File: src/rtl/bka_seq_add.sv
// bka_seq_add: byte-serial adder/subtractor. Each operation is processed one
// byte per clock, LSB byte first, through a single 8-bit Brent-Kung prefix
// slice. The byte carry is held in a register between passes.
//
// Ports
//   clk, rst_n          clock, synchronous active-low reset
//   in_valid / in_ready request handshake (accepted only in IDLE)
//   a, b, cin, sub      operands; sub=1 computes a-b (cin ignored)
//   out_valid/out_ready result handshake (held in DONE until taken)
//   sum, cout, ovf      result, carry-out (sub: 1 = no borrow), signed overflow
//   busy                byte passes in progress

// 8-bit Brent-Kung carry slice with carry-in.
// c7 is the carry into bit 7 and co the carry out of bit 7; the top module
// XORs them on the last byte to get signed overflow.
module bka_slice8 (
  input  logic [7:0] x,
  input  logic [7:0] y,
  input  logic       ci,
  output logic [7:0] s,
  output logic       c7,
  output logic       co
);
  logic [7:0] g, p;
  logic [7:0] gp, pp; // group generate/propagate for bits [i:0]
  logic g32, p32, g54, p54, g76, p76, g74, p74;
  logic [8:0] c;

  assign g = x & y;
  assign p = x ^ y;

  // up-sweep
  assign gp[0] = g[0];
  assign pp[0] = p[0];
  assign gp[1] = g[1] | (p[1] & g[0]);
  assign pp[1] = p[1] & p[0];
  assign g32   = g[3] | (p[3] & g[2]);
  assign p32   = p[3] & p[2];
  assign g54   = g[5] | (p[5] & g[4]);
  assign p54   = p[5] & p[4];
  assign g76   = g[7] | (p[7] & g[6]);
  assign p76   = p[7] & p[6];
  assign gp[3] = g32 | (p32 & gp[1]);
  assign pp[3] = p32 & pp[1];
  assign g74   = g76 | (p76 & g54);
  assign p74   = p76 & p54;
  assign gp[7] = g74 | (p74 & gp[3]);
  assign pp[7] = p74 & pp[3];

  // down-sweep fills in the remaining prefixes
  assign gp[5] = g54 | (p54 & gp[3]);
  assign pp[5] = p54 & pp[3];
  assign gp[2] = g[2] | (p[2] & gp[1]);
  assign pp[2] = p[2] & pp[1];
  assign gp[4] = g[4] | (p[4] & gp[3]);
  assign pp[4] = p[4] & pp[3];
  assign gp[6] = g[6] | (p[6] & gp[5]);
  assign pp[6] = p[6] & pp[5];

  // fold the slice carry-in in as a final prefix stage
  assign c[0]   = ci;
  assign c[8:1] = gp | (pp & {8{ci}});

  assign s  = p ^ c[7:0];
  assign c7 = c[7];
  assign co = c[8];
endmodule

module bka_seq_add #(
  parameter int WIDTH = 32
) (
  input  logic             clk,
  input  logic             rst_n,
  input  logic             in_valid,
  output logic             in_ready,
  input  logic [WIDTH-1:0] a,
  input  logic [WIDTH-1:0] b,
  input  logic             cin,
  input  logic             sub,
  output logic             out_valid,
  input  logic             out_ready,
  output logic [WIDTH-1:0] sum,
  output logic             cout,
  output logic             ovf,
  output logic             busy
);
  localparam int NBYTES = WIDTH / 8;
  localparam int KW     = (NBYTES > 1) ? $clog2(NBYTES) : 1;

  generate
    if ((WIDTH < 8) || (WIDTH % 8 != 0)) begin : g_width_chk
      $error("bka_seq_add: WIDTH must be a multiple of 8 and at least 8");
    end
  endgenerate

  typedef enum logic [1:0] {IDLE, BUSY, DONE} state_t;
  state_t state_q, state_d;

  logic [WIDTH-1:0] a_q, b_q, sum_q;
  logic             carry_q, cout_q, ovf_q;
  logic [KW-1:0]    k_q;
  logic [KW+2:0]    base;
  logic [7:0]       sa, sb, ss;
  logic             sc7, sco;
  logic             last;

  assign base = {k_q, 3'b000};
  assign sa   = a_q[base +: 8];
  assign sb   = b_q[base +: 8];
  assign last = (k_q == KW'(NBYTES - 1));

  bka_slice8 u_slice (
    .x  (sa),
    .y  (sb),
    .ci (carry_q),
    .s  (ss),
    .c7 (sc7),
    .co (sco)
  );

  always_ff @(posedge clk) begin
    if (!rst_n) state_q <= IDLE;
    else        state_q <= state_d;
  end

  always_comb begin
    state_d   = state_q;
    in_ready  = 1'b0;
    busy      = 1'b0;
    out_valid = 1'b0;
    case (state_q)
      IDLE: begin
        in_ready = 1'b1;
        if (in_valid) state_d = BUSY;
      end
      BUSY: begin
        busy = 1'b1;
        if (last) state_d = DONE;
      end
      DONE: begin
        out_valid = 1'b1;
        // retirement goes through IDLE, so no accept can share this edge
        if (out_ready) state_d = IDLE;
      end
      default: state_d = IDLE;
    endcase
  end

  always_ff @(posedge clk) begin
    if (!rst_n) begin
      a_q     <= '0;
      b_q     <= '0;
      sum_q   <= '0;
      carry_q <= 1'b0;
      cout_q  <= 1'b0;
      ovf_q   <= 1'b0;
      k_q     <= '0;
    end else begin
      case (state_q)
        IDLE: begin
          if (in_valid) begin
            a_q     <= a;
            // subtract as a + ~b + 1
            b_q     <= sub ? ~b : b;
            carry_q <= sub ? 1'b1 : cin;
            k_q     <= '0;
          end
        end
        BUSY: begin
          sum_q[base +: 8] <= ss;
          carry_q          <= sco;
          k_q              <= k_q + 1'b1;
          if (last) begin
            cout_q <= sco;
            ovf_q  <= sc7 ^ sco;
          end
        end
        default: ;
      endcase
    end
  end

  assign sum  = sum_q;
  assign cout = cout_q;
  assign ovf  = ovf_q;
endmodule

File: config.mk
export PLATFORM = sky130hd
export DESIGN_NAME = bka_seq_add
export DESIGN_NICKNAME = d
export VERILOG_FILES = /design/src/rtl/bka_seq_add.sv
export SDC_FILE = /design/constraint.sdc
export NUM_CORES = 1
export LEC_CHECK = 0
export CAP_MARGIN = 20
export CORE_MARGIN = 2
export CORE_UTILIZATION = 46
export DETAILED_ROUTE_END_ITERATION = 10
export PLACE_DENSITY = 0.78
export SLEW_MARGIN = 0
export SYNTH_ARGS = -nofsm -noshare
export SYNTH_HDL_FRONTEND = slang
export SYNTH_HIERARCHICAL = 1
export SYNTH_SLANG_ARGS = --single-unit
File: constraint.sdc
create_clock -name clk -period 2.45 [get_ports clk]
set_input_delay 0.3675 -clock clk [delete_from_list [all_inputs] [get_ports clk]]
set_output_delay 0.3675 -clock clk [all_outputs]
set_load 0.01 [all_outputs]
==> summary.txt, run 1 <==
DETAILED ROUTING
--------------------------------------------------------------------------------
Final routed DRC violation total                                               0
Routed vias/inst                                                            5.35
Total via count in the routed design                                        4009
Post-detailed-route count of antenna-violating nets                            0
First-pass iteration count of the detailed router                              5
Routed wire length                                                      12100 µm
DRC marker count from the first detailed-route iteration                     187
Mean routed wirelength per cell                                          16.1 µm

DIE
--------------------------------------------------------------------------------
Floorplan core area                                                   0.0103 mm²
Chip width                                                                107 µm
Number of top-level pins                                                     107
Die Footprint                                                         0.0114 mm²
Die height                                                                107 µm
Initial cell density of the core                                           0.472
FP Rows                                                                       37

SYNTHESIS
--------------------------------------------------------------------------------
Netlist area before placement                                        0.00485 mm²
Largest cells by area after synthesis                               sky130_fd_sc_hd__dfxtp_1 43%, sky130_fd_sc_hd__nand2_1 9.8%, sky130_fd_sc_hd__mux4_2 7.4%, sky130_fd_sc_hd__xnor2_1 7.0%, sky130_fd_sc_hd__o211a_1 6.8%
Most frequently used flop master after synthesis                    sky130_fd_sc_hd__dfxtp_1
Count of unique library cells instantiated by Yosys                           43
Number of register bits inferred by synthesis                                103
Most instantiated cells after synthesis                             127 x sky130_fd_sc_hd__nand2_1, 103 x sky130_fd_sc_hd__dfxtp_1, 39 x sky130_fd_sc_hd__xnor2_1, 33 x sky130_fd_sc_hd__o211a_1, 27 x sky130_fd_sc_hd__a21boi_0
Mapped Cells                                                                 504
Number of flops mapped to enable cells by yosys                                0
Share of synthesized flip-flops with an asynchronous set or reset              0
Largest area contributor in the netlist                             sky130_fd_sc_hd__dfxtp_1
Most used standard cell by instance count after synthesis           sky130_fd_sc_hd__nand2_1
Proportion of synthesized chip area in sequential cells                    0.425
Area share of the largest cell type after synthesis                        0.425
Mapped Avg Cell Area                                                    9.62 µm²
Number of nets produced by synthesis                                         588
Number of warning messages in the yosys log                                    6

SETUP PATH
--------------------------------------------------------------------------------
Reg2reg start                                                             k_q[0]
Launch point of the worst path                                            k_q[0]
Maximum net fanout on the critical path                                        5
Critical-path top delay cell                                        sky130_fd_sc_hd__mux4_2
CP max stage delay                                                        530 ps
Cell chain of the critical path                                     buf_6 -> mux4_2 -> ha_4 -> a211oi_4 -> o21ai_2 -> a41oi_2 -> buf_4 -> inv_1 -> xnor2_1 -> nand2_1 -> o211a_1
Endpoint kind of the worst setup timing path                                flop
Family with the most delay on the worst path                        compound AO/OA/AOI/OAI gates
Path type of the worst setup path                                        reg2reg
Crit path buffers/inverters                                                    3
Critical path data required time                                         2720 ps
Worst EP arrival                                                         2740 ps
Worst Setup Start Kind                                                      flop

POWER AND IR DROP
--------------------------------------------------------------------------------
Clock share of power                                                       0.335
Power spent charging and discharging nets                              0.00101 W
Ratio of total power to cell area                                     608 mW/mm²
Comb power frac                                                            0.203
LEAKAGE                                                                  2.72 nW
Net Sw Frac                                                                0.255
P_int                                                                  0.00297 W
Power share of the sequential group                                        0.462
VDD IR max                                                              0.346 mV

CLOCK NETWORK
--------------------------------------------------------------------------------
Quantity of hold-fixing buffers added after cts                                0
Number of buffers between clock root and the deepest sink                      2
Maximum level of the CTS H-tree                                                3
CTS tree                                                                   built
Worst-path clk slew                                                       100 ps
Clk sinks                                                                    103
Clock root cell                                                     sky130_fd_sc_hd__clkbuf_8
Worst skew pair latency                                                   370 ps
CTS buffer count                                                               9

GLOBAL ROUTE
--------------------------------------------------------------------------------
Total congestion overflow after global routing                                 0
Gr usage total                                                             0.215
Pin count of the biggest net entering global routing                          86
Initial antenna violation count                                                0
Via count of the first global-routing pass                                  3953
First-pass GRT wire length                                              19300 µm

RUN STATUS
--------------------------------------------------------------------------------
Run status                                                          finished, violations left
Violations in the final reports                                     negative setup slack

TIMING
--------------------------------------------------------------------------------
Clock Skew                                                               9.43 ps
Period Utilization, post-route                                              1.01
Achievable frequency                                                     405 MHz
Hold slack                                                                460 ps
Count of final max-slew check failures                                         0
Worst-Margin Slew                                                         532 ps
Slew margin rel.                                                           0.646
Period minus WS final                                                    2470 ps
PnR worst setup slack                                                   -16.8 ps
Total of endpoints with negative setup slack in the final report               2
Final Hold Fails                                                               0
RSZ-0062 raised after global routing                                         yes

LAYOUT
--------------------------------------------------------------------------------
# diodes                                                                       0
Fraction of final layout cells sized beyond drive strength 1               0.152
Area growth from synthesis to final layout                                 35.2%
Total number of nets in the final design                                     692
Final non-filler cell area                                           0.00656 mm²

MIN PATH
--------------------------------------------------------------------------------
Worst hold path startpoint                                                 rst_n
Type of the most critical hold path                                       in2reg

PLACED DESIGN
--------------------------------------------------------------------------------
Routability congestion estimate from global placement                      0.885
Sum of net half-perimeters after detailed placement                      8730 µm
Post-place instance area                                             0.00609 mm²
Port Buf Inserts                                                             106

JOB
--------------------------------------------------------------------------------
Number of maximum-capacitance violations                                       0

per-stage QoR:
stage | power [W] | utilization | instances | TNS (ps) | worst slack (ps)
final | 0.00398 | 0.638 | 749 | -17.6 | -16.8
after global routing | 0.00414 | 0.638 | 749 | -944 | -108
after CTS | 0.00395 | 0.627 | 748 | 0 | 0.692
after detailed placement | 0.00261 | 0.593 | 727 | -578 | -76.6
after global placement | 0.00258 | 0.593 | 727 | -23.3 | -9.28
after floorplan | 0.00231 | - | 504 | 0 | 5.17
worst reg2reg max path, stage by stage (launching register included):
cell and delay (ps):
sky130_fd_sc_hd__dfxtp_4 400, sky130_fd_sc_hd__buf_6 100, sky130_fd_sc_hd__mux4_2 530, sky130_fd_sc_hd__ha_4 270
sky130_fd_sc_hd__a211oi_4 230, sky130_fd_sc_hd__o21ai_2 120, sky130_fd_sc_hd__a41oi_2 190, sky130_fd_sc_hd__buf_4 160
sky130_fd_sc_hd__inv_1 50, sky130_fd_sc_hd__xnor2_1 140, sky130_fd_sc_hd__nand2_1 70, sky130_fd_sc_hd__o211a_1 130
power groups by stage:
stage                     registers [W]  clock network, W  logic (W)
after floorplan                 0.00185                 0   0.000465
after global placement          0.00188                 0   0.000706
after detailed placement        0.00188                 0   0.000725
after CTS                       0.00184           0.00134   0.000767
after global routing            0.00185           0.00141   0.000879
final                           0.00184           0.00133   0.000810
cell families after synthesis:
family | synth area share
DFF | 0.425
buffers and inverters | 0.0457
muxes | 0.0743
AOI/OAI and AO/OA | 0.195
and+or+nand+nor | 0.150
adders and majority gates | 0.0377
xor gates and xnor gates | 0.0723
what timing repair did:
item | 4_1_cts | 5_1_grt
setup endpoints to repair | 12 | 21
setup buffers | 5 | 1
pin swaps | 2 | 11
gates resized for setup | 9 | 23
sequential cells by signal, indices dropped and copies added (netlist names):
name     count
a_q         32
b_q         32
sum         32
k_q          2
state_q      2
carry_q      1
cout         1
ovf          1
layout make-up:
| cell class | instances | area, µm² |
|---|---|---|
| clock inverters | 4 | 98.8 |
| fillers | 837 | 3720 |
| multi-input cells | 353 | 2720 |
| inverters | 9 | 33.8 |
| well taps | 136 | 170 |
| repair buffers | 132 | 1300 |
| clock buffers | 12 | 165 |
| flip-flops and latches | 103 | 2070 |
worst paths after layout:
check	to	slack, ps	depth (start not counted)
worst max-delay path	ovf	-20	11
worst min-delay path	ovf	460	2
worst max register to register	ovf	-20	11
worst min register to register	a_q[31]	460	2
metal layers:
| layer | part of all wire | GRT usage |
|---|---|---|
| met3 | 0.054 | 0.0340 |
| met4 | 0.018 | 0.0686 |
| met2 | 0.47 | 0.350 |
| met5 | 0 | 0 |
| met1 | 0.46 | 0.295 |
cell usage in the layout, fill, tap and decap left out, types with 3 or more instances in the layout:
cell type                         netlist  final
sky130_fd_sc_hd__a21boi_0              27     26
sky130_fd_sc_hd__a21boi_1              12     13
sky130_fd_sc_hd__a22o_1                 8      8
sky130_fd_sc_hd__and3b_1                3      3
sky130_fd_sc_hd__buf_12                 0      3
sky130_fd_sc_hd__buf_4                  4     20
sky130_fd_sc_hd__bufinv_16              0      3
sky130_fd_sc_hd__clkbuf_8               0     12
sky130_fd_sc_hd__clkdlybuf4s50_1        0    104
sky130_fd_sc_hd__dfxtp_1              103    101
sky130_fd_sc_hd__ha_1                  13      7
sky130_fd_sc_hd__ha_4                   0      5
sky130_fd_sc_hd__inv_1                  9      9
sky130_fd_sc_hd__mux4_2                16     16
sky130_fd_sc_hd__nand2_1              127    125
sky130_fd_sc_hd__nand2b_1               3      3
sky130_fd_sc_hd__nand3_1               10     10
sky130_fd_sc_hd__nand4_1                3      3
sky130_fd_sc_hd__nor2_1                 5      3
sky130_fd_sc_hd__nor2b_1                4      4
sky130_fd_sc_hd__nor3_2                 1      3
sky130_fd_sc_hd__o211a_1               33     33
sky130_fd_sc_hd__o21ai_0               10      6
sky130_fd_sc_hd__o21ai_1                0      3
sky130_fd_sc_hd__o22ai_1               14     12
sky130_fd_sc_hd__xnor2_1               39     36
sky130_fd_sc_hd__xnor2_2                0      3
Note: power is estimated with default switching activity, not from simulation.
==> run 2: changes to the inputs <==
CORE_UTILIZATION = 30   (was 46)
PLACE_DENSITY = 0.55   (was 0.78)
==> run 2 against run 1 <==
  * The run still ends with negative setup slack left
  * Final area is 2.1% higher
  * Sequential cell count stayed put
  * Final cell count is 11% higher
  * Global-route usage is 6.1 points lower
  * Worst hold slack worse by 110 ps
  * Clock-buffer cell count is 2 lower
  * Routed wire length is 8.0% higher
  * Critical path type unchanged
  * Largest power group unchanged
==> summary.txt, run 2 (same netlist as run 1, synthesis figures left out) <==
RUN STATUS
-------------------------------------------------------------------------------
Run status                                                         finished, violations left
Violations in the final reports                                    negative setup slack

TIMING
-------------------------------------------------------------------------------
Setup total negative slack                                             -46.4 ps
Hold slack                                                               353 ps
Slew margin rel.                                                          0.647
Clock Skew                                                              5.52 ps
Final Hold Fails                                                              0
Period minus WS final                                                   2490 ps
Achievable frequency                                                    402 MHz
Period Utilization, post-route                                             1.02
Total of endpoints with negative setup slack in the final report              3
Worst-Margin Slew                                                        530 ps
RSZ-0062 raised after global routing                                        yes
Count of final max-slew check failures                                        0
PnR worst setup slack                                                  -38.6 ps

SETUP PATH
-------------------------------------------------------------------------------
Critical path data required time                                        2720 ps
Flop2flop setup slack                                                    -40 ps
Path type of the worst setup path                                       reg2reg
Endpoint kind of the worst setup timing path                               flop
Worst EP arrival                                                        2760 ps
Maximum net fanout on the critical path                                       8
Reg2reg start                                                            k_q[0]
Capturing point of the worst reg2reg path                               sum[14]
Worst reg-to-reg path cell count                                              9
Worst Setup Start Kind                                                     flop

GLOBAL ROUTE
-------------------------------------------------------------------------------
Gr usage total                                                            0.154
First-pass GRT wire length                                             21200 µm
Initial antenna violation count                                               0
Via count of the first global-routing pass                                 4032
Pin count of the biggest net entering global routing                         66
Total congestion overflow after global routing                                0

DIE
-------------------------------------------------------------------------------
FP Rows                                                                      46
Floorplan core area                                                  0.0158 mm²
Initial cell density of the core                                          0.306
Die Footprint                                                        0.0172 mm²
Die height                                                               131 µm
Chip width                                                               131 µm
Number of top-level pins                                                    107

LAYOUT
-------------------------------------------------------------------------------
Commonest non-fill, non-tap cell in the layout                     sky130_fd_sc_hd__nand2_1
Area growth from synthesis to final layout                                38.1%
Fraction of final layout cells sized beyond drive strength 1              0.135
# diodes                                                                      0
Most frequent cells in the layout                                  127 x sky130_fd_sc_hd__nand2_1, 104 x sky130_fd_sc_hd__clkdlybuf4s50_1, 102 x sky130_fd_sc_hd__dfxtp_1
Filler instances                                                           1536
Total number of nets in the final design                                    695

CLOCK NETWORK
-------------------------------------------------------------------------------
Quantity of hold-fixing buffers added after cts                               0
Worst skew pair latency                                                  350 ps
CTS tree                                                                  built
Clock root cell                                                    sky130_fd_sc_hd__clkbuf_16
Maximum level of the CTS H-tree                                               3
Worst-path clk slew                                                       70 ps
CTS buffer count                                                              9
Clk sinks                                                                   103
Number of buffers between clock root and the deepest sink                     2

DETAILED ROUTING
-------------------------------------------------------------------------------
Mean routed wirelength per cell                                         15.7 µm
Routed vias/inst                                                           4.74
First-pass iteration count of the detailed router                             4
Final routed DRC violation total                                              0
Total via count in the routed design                                       3943
Routed wire length                                                     13100 µm
Post-detailed-route count of antenna-violating nets                           0
DRC marker count from the first detailed-route iteration                    250

PLACED DESIGN
-------------------------------------------------------------------------------
Routability congestion estimate from global placement                     0.797
Port Buf Inserts                                                            106
Sum of net half-perimeters after detailed placement                     9680 µm

MIN PATH
-------------------------------------------------------------------------------
Worst hold path endpoint                                                    ovf
Type of the most critical hold path                                      in2reg
Worst hold path startpoint                                                rst_n
Worst hold path stage count                                                   2

POWER AND IR DROP
-------------------------------------------------------------------------------
VDD IR max                                                             0.394 mV
LEAKAGE                                                                 2.74 nW
Ratio of total power to cell area                                    629 mW/mm²

JOB
-------------------------------------------------------------------------------
Number of maximum-capacitance violations                                      0

-- run 2: worst max-delay path by stage --
stage / start / to / slack, ps
final: k_q[0] / sum[14] / -40
after global routing: k_q[0] / sum[12] / -140
after CTS: k_q[0] / sum[30] / -2
after detailed placement: k_q[0] / sum[14] / -140
after global placement: k_q[0] / ovf / -70
after floorplan: k_q[0] / ovf / 5
-- run 2: area by class of cell --
class / count / area [µm²] / area share
Timing Repair Buffer: 135 / 1310 / 0.196
Clock buffer: 10 / 229 / 0.0342
Sequential cell: 103 / 2070 / 0.309
Multi-Input combinational cell: 353 / 2690 / 0.402
Clock inverter: 6 / 92.6 / 0.0138
Tap cell: 216 / 270 / 0.0404
Inverter: 9 / 33.8 / 0.00505
-- run 2: what timing repair did --
| item | CTS | global route |
|---|---|---|
| pin swaps | 7 | 8 |
| gates resized for setup | 12 | 5 |
| setup buffers | 3 | 2 |
| endpoints found under the setup margin | 16 | 22 |
-- run 2: stage by stage --
| stage | instance area (µm²) | power (W) | setup slack [ps] | std cells | util |
|---|---|---|---|---|---|
| floorplan | 4890 | 0.00231 | 5.17 | 504 | - |
| global placement | 6210 | 0.00262 | -69.9 | 811 | 0.392 |
| detailed placement | 6210 | 0.00263 | -135 | 811 | 0.392 |
| CTS | 6660 | 0.00422 | -2.18 | 830 | 0.420 |
| global route | 6690 | 0.00439 | -143 | 832 | 0.423 |
| finish | 6690 | 0.00421 | -38.6 | 832 | 0.423 |
-- run 2: per-layer routing --
metal	vias to the layer above	wire (µm)	track usage
met1	1885	6330	0.205
met4	0	131	0.0399
met3	9	562	0.0320
met5	-	0	0
met2	88	6040	0.255
li1	1961	-	-
-- run 2: report_power, final --
part	total, W	leakage [nW]	internal (W)	switching, W
Clock	0.00155	0.149	0.000901	0.000644
Sequential	0.00183	0.844	0.00177	0.0000636
Combinational	0.000829	1.74	0.000440	0.000389
Total	0.00421	2.74	0.00311	0.00110
-- run 2: critical path, cell delays in order (launching register included) --
cell and delay [ps]:
sky130_fd_sc_hd__dfxtp_4 370, sky130_fd_sc_hd__buf_12 130, sky130_fd_sc_hd__mux4_2 550, sky130_fd_sc_hd__ha_4 280, sky130_fd_sc_hd__a211oi_4 220, sky130_fd_sc_hd__o21ai_2 110
sky130_fd_sc_hd__a31oi_1 180, sky130_fd_sc_hd__xnor2_1 200, sky130_fd_sc_hd__nand2_1 170, sky130_fd_sc_hd__o22ai_1 190
==> run 3: changes to the inputs <==
SKIP_LAST_GASP = 1   (was default)
==> run 3 against run 2 <==
  * Die area is the same
  * Critical path type unchanged
  * Worst hold slack gained 0.85 ps
  * Largest cell class unchanged
  * Highest routed layer unchanged
  * Maximum frequency grew 0.24%
  * Routed wire length shrank 0.11%
  * Register-to-register slack is essentially flat
  * The flow still finishes with violations (negative setup slack)
==> summary.txt, run 3 (same netlist as run 1, synthesis figures left out) <==
SETUP PATH
-------------------------------------------------------------------------------
Critical path data required time                                        2720 ps
Endpoint kind of the worst setup timing path                               flop
Worst EP arrival                                                        2750 ps
Maximum net fanout on the critical path                                       8
CP max stage delay                                                       550 ps
Path type of the worst setup path                                       reg2reg
Cell chain of the critical path                                    buf_12 -> mux4_2 -> ha_4 -> a211oi_4 -> o21ai_2 -> a31oi_1 -> xnor2_1 -> nand2_1 -> o22ai_1
Worst Setup Start Kind                                                     flop
Critical-path top delay cell                                       sky130_fd_sc_hd__mux4_2

RUN STATUS
-------------------------------------------------------------------------------
Run status                                                         finished, violations left
Violations in the final reports                                    negative setup slack

TIMING
-------------------------------------------------------------------------------
Period minus WS final                                                   2480 ps
Slew margin rel.                                                          0.647
Final Hold Fails                                                              0
PnR worst setup slack                                                  -32.6 ps
Worst-Margin Slew                                                        530 ps
Count of final max-slew check failures                                        0
Total of endpoints with negative setup slack in the final report              3
RSZ-0062 raised after global routing                                        yes
Clock Skew                                                              5.24 ps
Period Utilization, post-route                                             1.01
Achievable frequency                                                    403 MHz

DETAILED ROUTING
-------------------------------------------------------------------------------
Total via count in the routed design                                       3942
Final routed DRC violation total                                              0
DRC marker count from the first detailed-route iteration                    250
Mean routed wirelength per cell                                         15.7 µm
First-pass iteration count of the detailed router                             4
Routed vias/inst                                                           4.74
Post-detailed-route count of antenna-violating nets                           0
Routed wire length                                                     13000 µm

POWER AND IR DROP
-------------------------------------------------------------------------------
LEAKAGE                                                                 2.74 nW
VDD IR max                                                             0.394 mV
Post-layout power                                                     0.00421 W
Ratio of total power to cell area                                    628 mW/mm²

LAYOUT
-------------------------------------------------------------------------------
Final non-filler cell area                                          0.00669 mm²
# diodes                                                                      0
Fraction of final layout cells sized beyond drive strength 1              0.135
Total number of nets in the final design                                    695
Commonest non-fill, non-tap cell in the layout                     sky130_fd_sc_hd__nand2_1
Final cell count without fillers                                            832
Area growth from synthesis to final layout                                38.1%
Most frequent cells in the layout                                  127 x sky130_fd_sc_hd__nand2_1, 104 x sky130_fd_sc_hd__clkdlybuf4s50_1, 102 x sky130_fd_sc_hd__dfxtp_1
Filler instances                                                           1536

GLOBAL ROUTE
-------------------------------------------------------------------------------
Pin count of the biggest net entering global routing                         66
Initial antenna violation count                                               0
First-pass GRT wire length                                             21200 µm
Via count of the first global-routing pass                                 4032
Gr usage total                                                            0.154
Total congestion overflow after global routing                                0

PLACED DESIGN
-------------------------------------------------------------------------------
Sum of net half-perimeters after detailed placement                     9680 µm
Post-place instance area                                            0.00621 mm²
Port Buf Inserts                                                            106
# placed instances                                                          811
Routability congestion estimate from global placement                     0.797

DIE
-------------------------------------------------------------------------------
Initial cell density of the core                                          0.306
Die Footprint                                                        0.0172 mm²
Chip width                                                               131 µm
Number of top-level pins                                                    107
Floorplan core area                                                  0.0158 mm²
FP Rows                                                                      46
Die height                                                               131 µm

CLOCK NETWORK
-------------------------------------------------------------------------------
Worst skew pair latency                                                  350 ps
CTS buffer count                                                              9
Clk sinks                                                                   103
Maximum level of the CTS H-tree                                               3
Number of buffers between clock root and the deepest sink                     2
Clock root cell                                                    sky130_fd_sc_hd__clkbuf_16
Worst-path clk slew                                                       70 ps
CTS tree                                                                  built

MIN PATH
-------------------------------------------------------------------------------
Type of the most critical hold path                                      in2reg

JOB
-------------------------------------------------------------------------------
Number of maximum-capacitance violations                                      0

[run 3: cell counts in the layout (fill, tap and decap cells not counted)]
Identical to the previous run, type by type.
[run 3: per-layer routing]
metal / GRT usage / wire length [µm]
met4: 0.0399 / 131
met1: 0.205 / 6260
met2: 0.255 / 6020
met3: 0.0320 / 628
met5: 0 / 0
[run 3: layout make-up]
| type | instances | area [µm²] | share of cell area |
|---|---|---|---|
| clock inverters | 6 | 92.6 | 0.0138 |
| well taps | 216 | 270 | 0.0404 |
| flip-flops and latches | 103 | 2070 | 0.309 |
| repair buffers | 135 | 1310 | 0.196 |
| inverters | 9 | 33.8 | 0.00505 |
| clock buffers | 10 | 229 | 0.0342 |
| multi-input cells | 353 | 2690 | 0.402 |
[run 3: worst max-delay path: cells and delay by family, from the launching register on]
kind / cells / cell delay [ps]
AOI/OAI and AO/OA: 4 / 700
muxes: 1 / 550
DFF: 1 / 370
adders and majority gates: 1 / 280
xor gates and xnor gates: 1 / 200
and+or+nand+nor: 1 / 160
buffers and inverters: 1 / 130
[run 3: worst paths after layout]
path | start | endpoint | slack, ps | cells after the start
setup / recovery | k_q[0] | sum[14] | -30 | 9
hold / removal | rst_n | ovf | 350 | 2
setup reg to reg | k_q[0] | sum[14] | -30 | 9
hold reg to reg | a_q[31] | a_q[31] | 460 | 2
[run 3: power by group]
group / leakage [nW] / total, W / switching [W] / internal [W]
sequential: 0.844 / 0.00183 / 0.0000634 / 0.00177
combinational: 1.74 / 0.000829 / 0.000389 / 0.000440
clock: 0.149 / 0.00154 / 0.000643 / 0.000901
[run 3: metrics by stage]
stage	setup TNS [ps]	utilization	hold WS [ps]	worst slack, ps
6_report	-48.7	0.423	354	-32.6
5_1_grt	-1630	0.423	364	-143
4_1_cts	-3.91	0.420	345	-2.18
3_5_place_dp	-1030	0.392	450	-135
3_3_place_gp	-261	0.392	444	-69.9
2_1_floorplan	0	-	432	5.17
[run 3: what timing repair did]
item | in CTS | in global routing
hold buffers | 0 | 0
setup buffers | 3 | 2
gates resized for setup | 12 | 4
endpoints found under the setup margin | 16 | 22
pin swaps | 7 | 8
